$ cat config.mk
export PLATFORM = sky130hd
export DESIGN_NAME = nx_node_loader
export DESIGN_NICKNAME = d
export VERILOG_FILES = /design/src/rtl/NXConstants.sv /design/src/rtl/nx_node_loader.sv
export SDC_FILE = /design/constraint.sdc
export NUM_CORES = 1
export LEC_CHECK = 0
export ABC_AREA = 1
export CORE_ASPECT_RATIO = 1.5
export CORE_UTILIZATION = 42
export CTS_BUF_LIST = sky130_fd_sc_hd__clkbuf_16
export CTS_CLUSTER_DIAMETER = 80
export DETAILED_ROUTE_END_ITERATION = 12
export PLACE_DENSITY = 0.65
export SLEW_MARGIN = 5
export SYNTH_ARGS = -nofsm -noshare
export SYNTH_HDL_FRONTEND = slang
export SYNTH_SLANG_ARGS = --single-unit
$ cat constraint.sdc
create_clock -name i_clk -period 4.19 [get_ports i_clk]
set_clock_uncertainty 0.2 [all_clocks]
set_input_delay 0.838 -clock i_clk [delete_from_list [all_inputs] [get_ports i_clk]]
set_output_delay 0.838 -clock i_clk [all_outputs]
set_load 0.01 [all_outputs]
$ cat src/rtl/NXConstants.sv
// Shared constants for the node load path: load-message opcodes and the
// default load payload width.
package NXConstants;

   typedef enum logic [1:0] {
      NODE_LOAD_ADDR  = 2'd0,
      NODE_LOAD_DATA  = 2'd1,
      NODE_LOAD_FLUSH = 2'd2,
      NODE_LOAD_RSVD  = 2'd3
   } node_load_op_t;

   localparam int NX_LOAD_DATA_W = 16;

endpackage

$ cat src/rtl/nx_node_loader.sv
// Packs inbound load-message chunks LSB-first into store words and issues
// registered single-cycle writes at an auto-incrementing address.
module nx_node_loader
   import NXConstants::*;
#(
   parameter int RAM_ADDR_W  = 10,
   parameter int RAM_DATA_W  = 32,
   parameter int LOAD_DATA_W = NX_LOAD_DATA_W
) (
   input  logic                   i_clk,
   input  logic                   i_rst,
   input  node_load_op_t          i_msg_op,
   input  logic [LOAD_DATA_W-1:0] i_msg_data,
   input  logic                   i_msg_valid,
   output logic                   o_msg_ready,
   output logic [RAM_ADDR_W-1:0]  o_wr_addr,
   output logic [RAM_DATA_W-1:0]  o_wr_data,
   output logic                   o_wr_en,
   output logic [RAM_ADDR_W:0]    o_word_count,
   output logic                   o_overflow
);

   localparam int CHUNKS  = RAM_DATA_W / LOAD_DATA_W;
   localparam int CHUNK_W = (CHUNKS > 1) ? $clog2(CHUNKS) : 1;
   localparam logic [CHUNK_W-1:0]    LAST_CHUNK = CHUNK_W'(CHUNKS - 1);
   localparam logic [RAM_ADDR_W-1:0] TOP_ADDR   = '1;
   localparam logic [RAM_ADDR_W:0]   COUNT_MAX  = '1;

   if (RAM_DATA_W % LOAD_DATA_W != 0 || RAM_DATA_W < LOAD_DATA_W) begin : g_bad_ratio
      $error("nx_node_loader: RAM_DATA_W must be an integer multiple of LOAD_DATA_W");
   end
   if (RAM_ADDR_W > LOAD_DATA_W) begin : g_bad_addr
      $error("nx_node_loader: RAM_ADDR_W must not exceed LOAD_DATA_W");
   end

   logic [RAM_ADDR_W-1:0] r_ptr;
   logic [CHUNK_W-1:0]    r_chunk;
   logic [RAM_DATA_W-1:0] r_acc;
   logic                  r_wrapped;
   logic                  r_overflow;
   logic [RAM_ADDR_W:0]   r_count;
   logic                  r_wr_en;
   logic [RAM_ADDR_W-1:0] r_wr_addr;
   logic [RAM_DATA_W-1:0] r_wr_data;

   logic                  w_accept;
   logic                  w_is_data;
   logic                  w_is_flush;
   logic                  w_complete;
   logic [RAM_DATA_W-1:0] w_word;

   assign o_msg_ready = !r_overflow && !i_rst;
   assign w_accept    = i_msg_valid && o_msg_ready;
   assign w_is_data   = (i_msg_op == NODE_LOAD_DATA);
   assign w_is_flush  = (i_msg_op == NODE_LOAD_FLUSH);
   assign w_complete  = w_accept &&
                        ((w_is_data && r_chunk == LAST_CHUNK) ||
                         (w_is_flush && r_chunk != '0));

   // The accumulator is kept zero above the fill point, so a flushed word
   // already has its unfilled upper chunks cleared.
   always_comb begin
      // NOTE: default first so every path assigns w_word and no latch is inferred.
      w_word = r_acc;
      if (w_is_data) begin
         w_word[int'(r_chunk) * LOAD_DATA_W +: LOAD_DATA_W] = i_msg_data;
      end
   end

   always_ff @(posedge i_clk or posedge i_rst) begin
      if (i_rst) begin
         r_ptr      <= '0;
         r_chunk    <= '0;
         r_acc      <= '0;
         r_wrapped  <= 1'b0;
         r_overflow <= 1'b0;
         r_count    <= '0;
         r_wr_en    <= 1'b0;
         r_wr_addr  <= '0;
         r_wr_data  <= '0;
      end else begin
         // NOTE: non-blocking throughout; later assignments in this block override earlier ones.
         r_wr_en <= 1'b0;

         if (w_accept) begin
            unique case (i_msg_op)
               NODE_LOAD_ADDR: begin
                  r_ptr     <= i_msg_data[RAM_ADDR_W-1:0];
                  r_wrapped <= 1'b0;
                  r_chunk   <= '0;
                  r_acc     <= '0;
               end
               NODE_LOAD_DATA: begin
                  if (r_chunk == LAST_CHUNK) begin
                     r_chunk <= '0;
                     r_acc   <= '0;
                  end else begin
                     r_chunk <= r_chunk + CHUNK_W'(1);
                     r_acc   <= w_word;
                  end
               end
               NODE_LOAD_FLUSH: begin
                  r_chunk <= '0;
                  r_acc   <= '0;
               end
               default: ;
            endcase
         end

         if (w_complete) begin
            if (r_wrapped) begin
               r_overflow <= 1'b1;
            end else begin
               r_wr_en   <= 1'b1;
               r_wr_addr <= r_ptr;
               r_wr_data <= w_word;
               r_ptr     <= r_ptr + RAM_ADDR_W'(1);
               if (r_count != COUNT_MAX) r_count <= r_count + (RAM_ADDR_W+1)'(1);
               if (r_ptr == TOP_ADDR) r_wrapped <= 1'b1;
            end
         end
      end
   end

   assign o_wr_en      = r_wr_en;
   assign o_wr_addr    = r_wr_addr;
   assign o_wr_data    = r_wr_data;
   assign o_word_count = r_count;
   assign o_overflow   = r_overflow;

endmodule

==> out/results.tsv, run 1 <==
metric	value	unit
status	complete, no violations	
P_sw	0.868	mW
clock share of power	29.3	%
worst rel slew slack	50.8	%
Die W	88.1	um
GR Util All Layers	19.6	%
ANT cells	0	
CP Class	primary input to output pin	
Fin. Hold Viols	0	
Seq/Total Area, Yosys	53.0	%
Pint	2.07	mW
CP dominant cell by count	clkdlybuf4s50_1	
fin crit share	74.6	%
largest net degree at the start of global routing	52	
routed wire length	10600	um
Crit path largest cell delay	0.56	ns
Area Growth Syn to Fin	23.7	%
hold slack	0.282	ns
Core Rows	46	
CP Capture Type	output pin	
DR vias/cell	4.82	
Routed Antenna Nets	0	
Iteration-0 DRC Markers	240	
first-pass GRT wire length	17600	um
Core Region	10700	um^2
drc violations	0	
GPL Wtd Cong	0.833	
post-CTS sizing	0	
htree depth	3	
DP HPWL	7380	um
Synth Cell Area	4670	um^2
max-slew violations	0	
max-cap violations	0	
worst-path fanout max	5	
Skew-Pair Late Insertion Delay	0.34	ns
Final TNS setup	0	ns
clk sinks	99	
hold crit path type	flop to flop	
CTS tree	built	
die height	131	um
CP Launch Type	primary input	
clock buffer depth	2	
CP max-delay cell	clkdlybuf4s50_1	
Die ar.	11600	um^2
IO buf count	76	
Power Density	508	nW/um^2
cells after synthesis	574	
syn nets	597	
flops & latches, synth	99	
R2R Setup Slk	2.15	ns
initial antenna violation count	0	
peak supply drop	0.237	mV
total gr overflow	0	
switch share	29.6	%
fmax	0.320	GHz
Hold-fix buffers, CTS	0	
Worst Tran Pin Value	0.738	ns
mean post-synth cell area	8.14	um^2
total chip power	2.94	mW
root buf cell	clkbuf_16	
# Post-CTS Setup Buffers	0	
DR pass1 iterations	5	
Vias	3813	
RSZ-0062 raised after global routing	false	
CP arrival	2.09	ns
WP data required	3.15	ns
layout cell share with drive strength beyond 1	5.10	%
Worst path top cell family by delay	buffers and inverters	
setup violators final	0	
CP Buf/Inv Count	2	
Ports	77	
cell breakdown of the critical path	clkdlybuf4s50_1 -> nor2_4 -> clkdlybuf4s50_1	
total CTS buffers	9	
minimum clock period	3.13	ns
part of the power in registers	44.1	%
Synth cell types	31	
DR WL/cell	13.4	um
vias in the first global route	3589	
Synth warnings	0	
Gate power share	26.6	%
layout net count	665	
Clock transition at path regs	0.06	ns
Leak	2.89	nW
Starting Density	43.7	%
==> synth_stat cells <==
master | instances | area share [%]
xnor2_1 | 1 | 0.19
a21o_1 | 1 | 0.16
nand4_1 | 5 | 0.67
o21ai_0 | 44 | 4.7
nand3_1 | 19 | 2.0
buf_2 | 7 | 0.75
o21bai_1 | 1 | 0.16
nor2_1 | 31 | 2.5
inv_8 | 1 | 0.24
buf_4 | 2 | 0.32
o22ai_1 | 15 | 2.0
xor2_1 | 7 | 1.3
clkbuf_1 | 4 | 0.32
buf_6 | 7 | 1.7
inv_1 | 69 | 5.5
nand3_4 | 2 | 0.75
ha_1 | 2 | 0.54
nor2_4 | 1 | 0.24
o21ai_1 | 17 | 1.8
nand3b_1 | 1 | 0.16
clkinv_1 | 1 | 0.080
nand3_2 | 4 | 0.86
dfrtp_1 | 99 | 53
inv_4 | 1 | 0.13
buf_8 | 1 | 0.32
buf_12 | 1 | 0.43
nor2_8 | 1 | 0.43
nand2_1 | 223 | 18
nor2_2 | 3 | 0.40
a21oi_2 | 1 | 0.19
inv_2 | 2 | 0.16
==> worst register-to-register path, delay by kind of cell (launching register included) <==
| kind | cells | cell delay (ns) |
|---|---|---|
| flops | 1 | 0.44 |
| buf+inv | 2 | 0.42 |
| simple gates | 5 | 0.87 |
==> worst paths after layout <==
kind | to | start | cells past startpoint
worst max-delay path | o_msg_ready | i_rst | 3
worst min-delay path | o_wr_data[26] | o_wr_data[26] | 2
worst max register to register | r_ptr[6] | r_chunk | 7
worst min register to register | o_wr_data[26] | o_wr_data[26] | 2
max in group asynchronous | r_acc[15] | i_rst | 3
min in group asynchronous | o_wr_addr[8] | i_rst | 2
==> power groups by stage <==
stage / Sequential, mW / Clock (mW) / Combinational (mW)
4_1_cts: 1.30 / 0.877 / 0.790
3_5_place_dp: 1.31 / 0 / 0.784
6_report: 1.30 / 0.861 / 0.780
2_1_floorplan: 1.35 / 0 / 0.345
3_3_place_gp: 1.31 / 0 / 0.771
5_1_grt: 1.32 / 0.909 / 0.870
==> sequential cells by signal (all words and copies together), names as in the netlist <==
signal	flops
r_wrapped	1
o_overflow	1
r_chunk	1
o_wr_data	32
r_acc	32
o_wr_en	1
o_wr_addr	10
o_word_count	11
r_ptr	10
==> through the flow <==
stage	util [%]	std cells	area, um^2	setup WS, ns
after floorplan	-	574	4670	0.562
final	54.0	791	5780	1.06
after global placement	51.1	775	5470	1.07
after CTS	54.0	791	5780	1.06
after global routing	54.0	791	5780	1.02
after detailed placement	51.1	775	5470	0.995
==> metal layers <==
layer	vias to the layer above	wire, um	track usage, %
li1	1914	-	-
met2	84	5150	30.6
met1	1801	4780	26.3
met4	0	174	9.05
met5	-	0	0
met3	14	480	3.27
==> placed cells by master (no fill, tap or decap) <==
master,count
clkdlybuf4s50_1,76
bufinv_16,2
inv_1,69
nor2_4,1
o21ai_1,17
ha_1,2
nand2_1,223
inv_2,2
buf_4,2
nand3_2,4
a21o_1,1
o21bai_1,1
nor2_2,3
clkinvlp_4,1
inv_8,1
clkinv_2,1
buf_12,1
nor2_1,31
a21oi_2,1
clkbuf_16,9
clkinv_1,3
nor2_8,1
xor2_1,7
xnor2_1,1
nand4_1,5
o22ai_1,15
nand3b_1,1
o21ai_0,44
dfrtp_1,99
nand3_1,19
inv_4,2
nand3_4,2
==> logic make-up after synthesis <==
family                   Yosys count  share of synthesized area (%)
AO/OA/AOI/OAI                     79                           9.05
XOR/XNOR                           8                           1.50
adder cells (fa/ha/maj)            2                          0.535
buffers and inverters             96                           9.98
flip-flops                        99                           53.0
AND/OR/NAND/NOR                  290                           25.9
==> cell type report <==
type | count | area [um^2]
repair buffers | 79 | 796
multi-input cells | 379 | 1730
inverters | 74 | 290
fillers | 1025 | 4920
flip-flops and latches | 99 | 2480
well taps | 144 | 180
clock inverters | 7 | 83.8
clock buffers | 9 | 225
Power figures use the tool's default switching activity.
==> run 2, diff against run 1 <==
- clock period: 4.19 -> 2.97 ns (I/O delays scaled with it)
==> run 2 against run 1 <==
  * Wire length is 0.57% lower
  * Final area is 0.52% higher
  * Global-route usage is 0.13 points higher
  * Critical endpoint unchanged
  * Largest power group unchanged
  * Total power is 38% higher
  * Sequential share of layout area is 0.22 points lower
==> out/results.tsv, run 2 (synthesis gave the netlist of run 1 again) <==
metric	value	unit
htree depth	3	
clk sinks	99	
Core Region	10700	um^2
Ports	77	
Worst Tran Pin Value	0.581	ns
Die ar.	11600	um^2
placed cells	782	
max-cap violations	0	
CP Capture Type	output pin	
CP Class	primary input to output pin	
hold crit path type	flop to flop	
Fin. Hold Viols	0	
fmax	0.381	GHz
WP data required	2.18	ns
status	complete, no violations	
Core Rows	46	
layout net count	672	
CP Launch Type	primary input	
fin crit share	88.4	%
Vias	3846	
R2R Setup Slk	1.13	ns
die height	131	um
Final Core Density	54.3	%
IO buf count	76	
minimum clock period	2.63	ns
DR WL/cell	13.2	um
initial antenna violation count	0	
total gr overflow	0	
Iteration-0 DRC Markers	218	
Power Density	699	nW/um^2
Die W	88.1	um
Worst Hold Path Cells	2	
Hold-fix buffers, CTS	0	
max-slew violations	0	
CTS tree	built	
GR Util All Layers	19.7	%
GPL Wtd Cong	0.821	
worst-path fanout max	5	
Starting Density	43.7	%
total CTS buffers	9	
layout cell share with drive strength beyond 1	6.12	%
RSZ-0062 raised after global routing	false	
Leak	2.91	nW
Clock transition at path regs	0.06	ns
Non-Filler Instances	798	
vias in the first global route	3765	
post-CTS sizing	0	
Skew-Pair Late Insertion Delay	0.34	ns
Area Growth Syn to Fin	24.4	%
commonest cells after routing, fill and taps aside	223 x nand2_1, 99 x dfrtp_1, 76 x clkdlybuf4s50_1, 69 x inv_1, 44 x o21ai_0	
largest net degree at the start of global routing	100	
Final TNS setup	0	ns
clock buffer depth	2	
most common cell after layout, fill and taps aside	nand2_1	
DP HPWL	7410	um
root buf cell	clkbuf_16	
peak supply drop	0.278	mV
routed wire length	10500	um
CP arrival	1.83	ns
drc violations	0	
worst rel slew slack	61.2	%
ANT cells	0	
Worst Reg-to-Reg Cells	8	
# Post-CTS Setup Buffers	0	
Routed Antenna Nets	0	
first-pass GRT wire length	17800	um
DR pass1 iterations	4	
DR vias/cell	4.82	
setup violators final	0	
run 2: cell types whose count changed in the layout (fill, tap and decap cells not counted):
cell and delta:
buf_4 +7, inv_4 -1, clkinv_2 +1, clkinv_4 +1, bufinv_16 -1
run 2: metrics by stage:
step                      power [mW]  setup WS [ns]  hold WS (ns)  instance area (um^2)
after floorplan                 2.39           1.00         0.253                  4680
after global placement          2.93          0.356         0.266                  5530
after detailed placement        2.96          0.342         0.268                  5530
after CTS                       4.11          0.340         0.283                  5810
after global routing            4.31          0.304         0.304                  5810
final                           4.06          0.344         0.278                  5810
run 2: metal layers:
| layer | routed length (um) | track usage [%] | up-vias |
|---|---|---|---|
| li1 | - | - | 1933 |
| met1 | 4750 | 25.2 | 1830 |
| met2 | 5140 | 32.3 | 75 |
| met3 | 498 | 4.08 | 8 |
| met4 | 144 | 7.80 | 0 |
| met5 | 0 | 0 | - |
run 2: report_power, final:
part | internal [mW] | switching, mW | leakage, nW | total [mW]
Combinational | 0.572 | 0.535 | 1.46 | 1.11
Sequential | 1.62 | 0.197 | 1.31 | 1.82
Clock | 0.643 | 0.491 | 0.145 | 1.13
Total | 2.84 | 1.22 | 2.91 | 4.06
run 2: worst max-delay path, cell delays in order:
cell and delay, ns:
clkdlybuf4s50_1 0.49, nor2_4 0.18, clkdlybuf4s50_1 0.57
run 2: area by class of cell:
type	instances	area, um^2
Clock buffer	9	225
Clock inverter	7	60.1
Fill cell	1030	4890
Inverter	74	292
Multi-Input combinational cell	379	1730
Sequential cell	99	2480
Tap cell	144	180
Timing Repair Buffer	86	848
run 2: path summary, 6_finish.rpt:
| check | from | to |
|---|---|---|
| max | i_rst | o_msg_ready |
| min | o_wr_data[27] | o_wr_data[27] |
| max reg2reg | o_word_count[0] | o_word_count[0] |
| min reg2reg | o_wr_data[27] | o_wr_data[27] |
| max in group asynchronous | i_rst | o_wr_data[19] |
| min in group asynchronous | i_rst | o_wr_data[10] |
==> variant: new RTL, settings of run 1 <==
The package constant `NX_LOAD_DATA_W` goes from 16 to 32.
--- a/src/rtl/NXConstants.sv
+++ b/src/rtl/NXConstants.sv
@@ -9,7 +9,7 @@
       NODE_LOAD_RSVD  = 2'd3
    } node_load_op_t;
 
-   localparam int NX_LOAD_DATA_W = 16;
+   localparam int NX_LOAD_DATA_W = 32;
 
 endpackage
 
Interface: changed (resized i_msg_data); port bits go from 77 to 93. No check against the original RTL was run, so the function may have changed too.
==> variant against run 1 <==
- sequential power shrank 34%
- synthesized area shrank 33%
- count of clock-buffer cells in the layout is the same
- sequential cell count shrank 33
- global-route usage shrank 0.72 points
- power shrank 26%
- setup slack lost 0.059 ns
- routed wire length shrank 35%
- cell area shrank 24%
- sequential share of layout area shrank 5.4 points
- critical path type unchanged
==> variant: results (changes against run 1) <==
p_sw_w: 0.000607  # -30%
grtUsageTotal_pct: 18.9  # -0.72 points
synth_common_cells: "nand2_1, dfrtp_1, inv_1"
seqPwrFrac_pct: 39.1  # -5.0 points
dp_hpwl_mm: 4.83  # -35%
fillCellCount: 661  # -36%
synth_compound_area_share_pct: 4.94  # -4.1 points
grt_pass1_wl_mm: 11.3  # -36%
synth_xor_area_share_pct: 1.41  # -0.093 points
syn_area_per_cell_um2: 8.35  # +2.6%
multi_input_area_mm2: 0.00127  # -27%
crit_fanout: 6  # +1
clkCellAreaFrac_pct: 7.21  # +1.9 points
synth_fa_ha_area_share_pct: 0.803  # +0.27 points
outcome: "finished clean"
grt_max_degree: 46  # -12%
vdd_ir_drop_max_v: 0.000272  # +15%
io_buffers: 92  # +21%
p_leak_nw: 2.17  # -25%
ff2ff_setup_slack_ns: 2.17  # +0.02 ns
n_all_inverters: 26  # -65%
crit_arrival_ns: 2.15  # +0.06 ns
synthesis.nets: 412  # -31%
drt_iter0_drc: 144  # -40%
reg2regPathDepth: 6  # -1
r2r-start: "o_overflow"
yosysSeqAreaShare_pct: 53.0  # about the same
grt_pass1_vias: 2455  # -32%
hold_end: "o_wr_data[24]"
variant: metrics by stage:
step	cells	setup slack [ns]	hold WS [ns]
2_1_floorplan	373	1.50	0.284
3_3_place_gp	557	1.03	0.262
3_5_place_dp	557	1.00	0.265
4_1_cts	573	1.00	0.279
5_1_grt	573	0.957	0.301
6_report	573	1.01	0.274
variant: how the worst max path moves through the flow:
stage	from	end	slack, ns	cells after the start
CTS	i_rst	o_msg_ready	1.00	3
floorplan	i_rst	o_overflow	1.50	1
finish	i_rst	o_msg_ready	1.01	3
global placement	i_rst	o_msg_ready	1.03	3
detailed placement	i_rst	o_msg_ready	1.00	3
global route	i_rst	o_msg_ready	0.96	3
variant: routing by layer:
metal  share of wire [%]  vias up  track usage (%)
met5                   0        -                0
met4                 1.6        0             7.70
met3                 3.2       10             4.49
met2                  52       40             32.9
met1                  44     1224             21.8
li1                    -     1350                -
variant: worst max-delay path, cell delays in order:
cell and delay, ns:
clkdlybuf4s50_1 0.52, nor2_8 0.21, clkdlybuf4s50_1 0.57
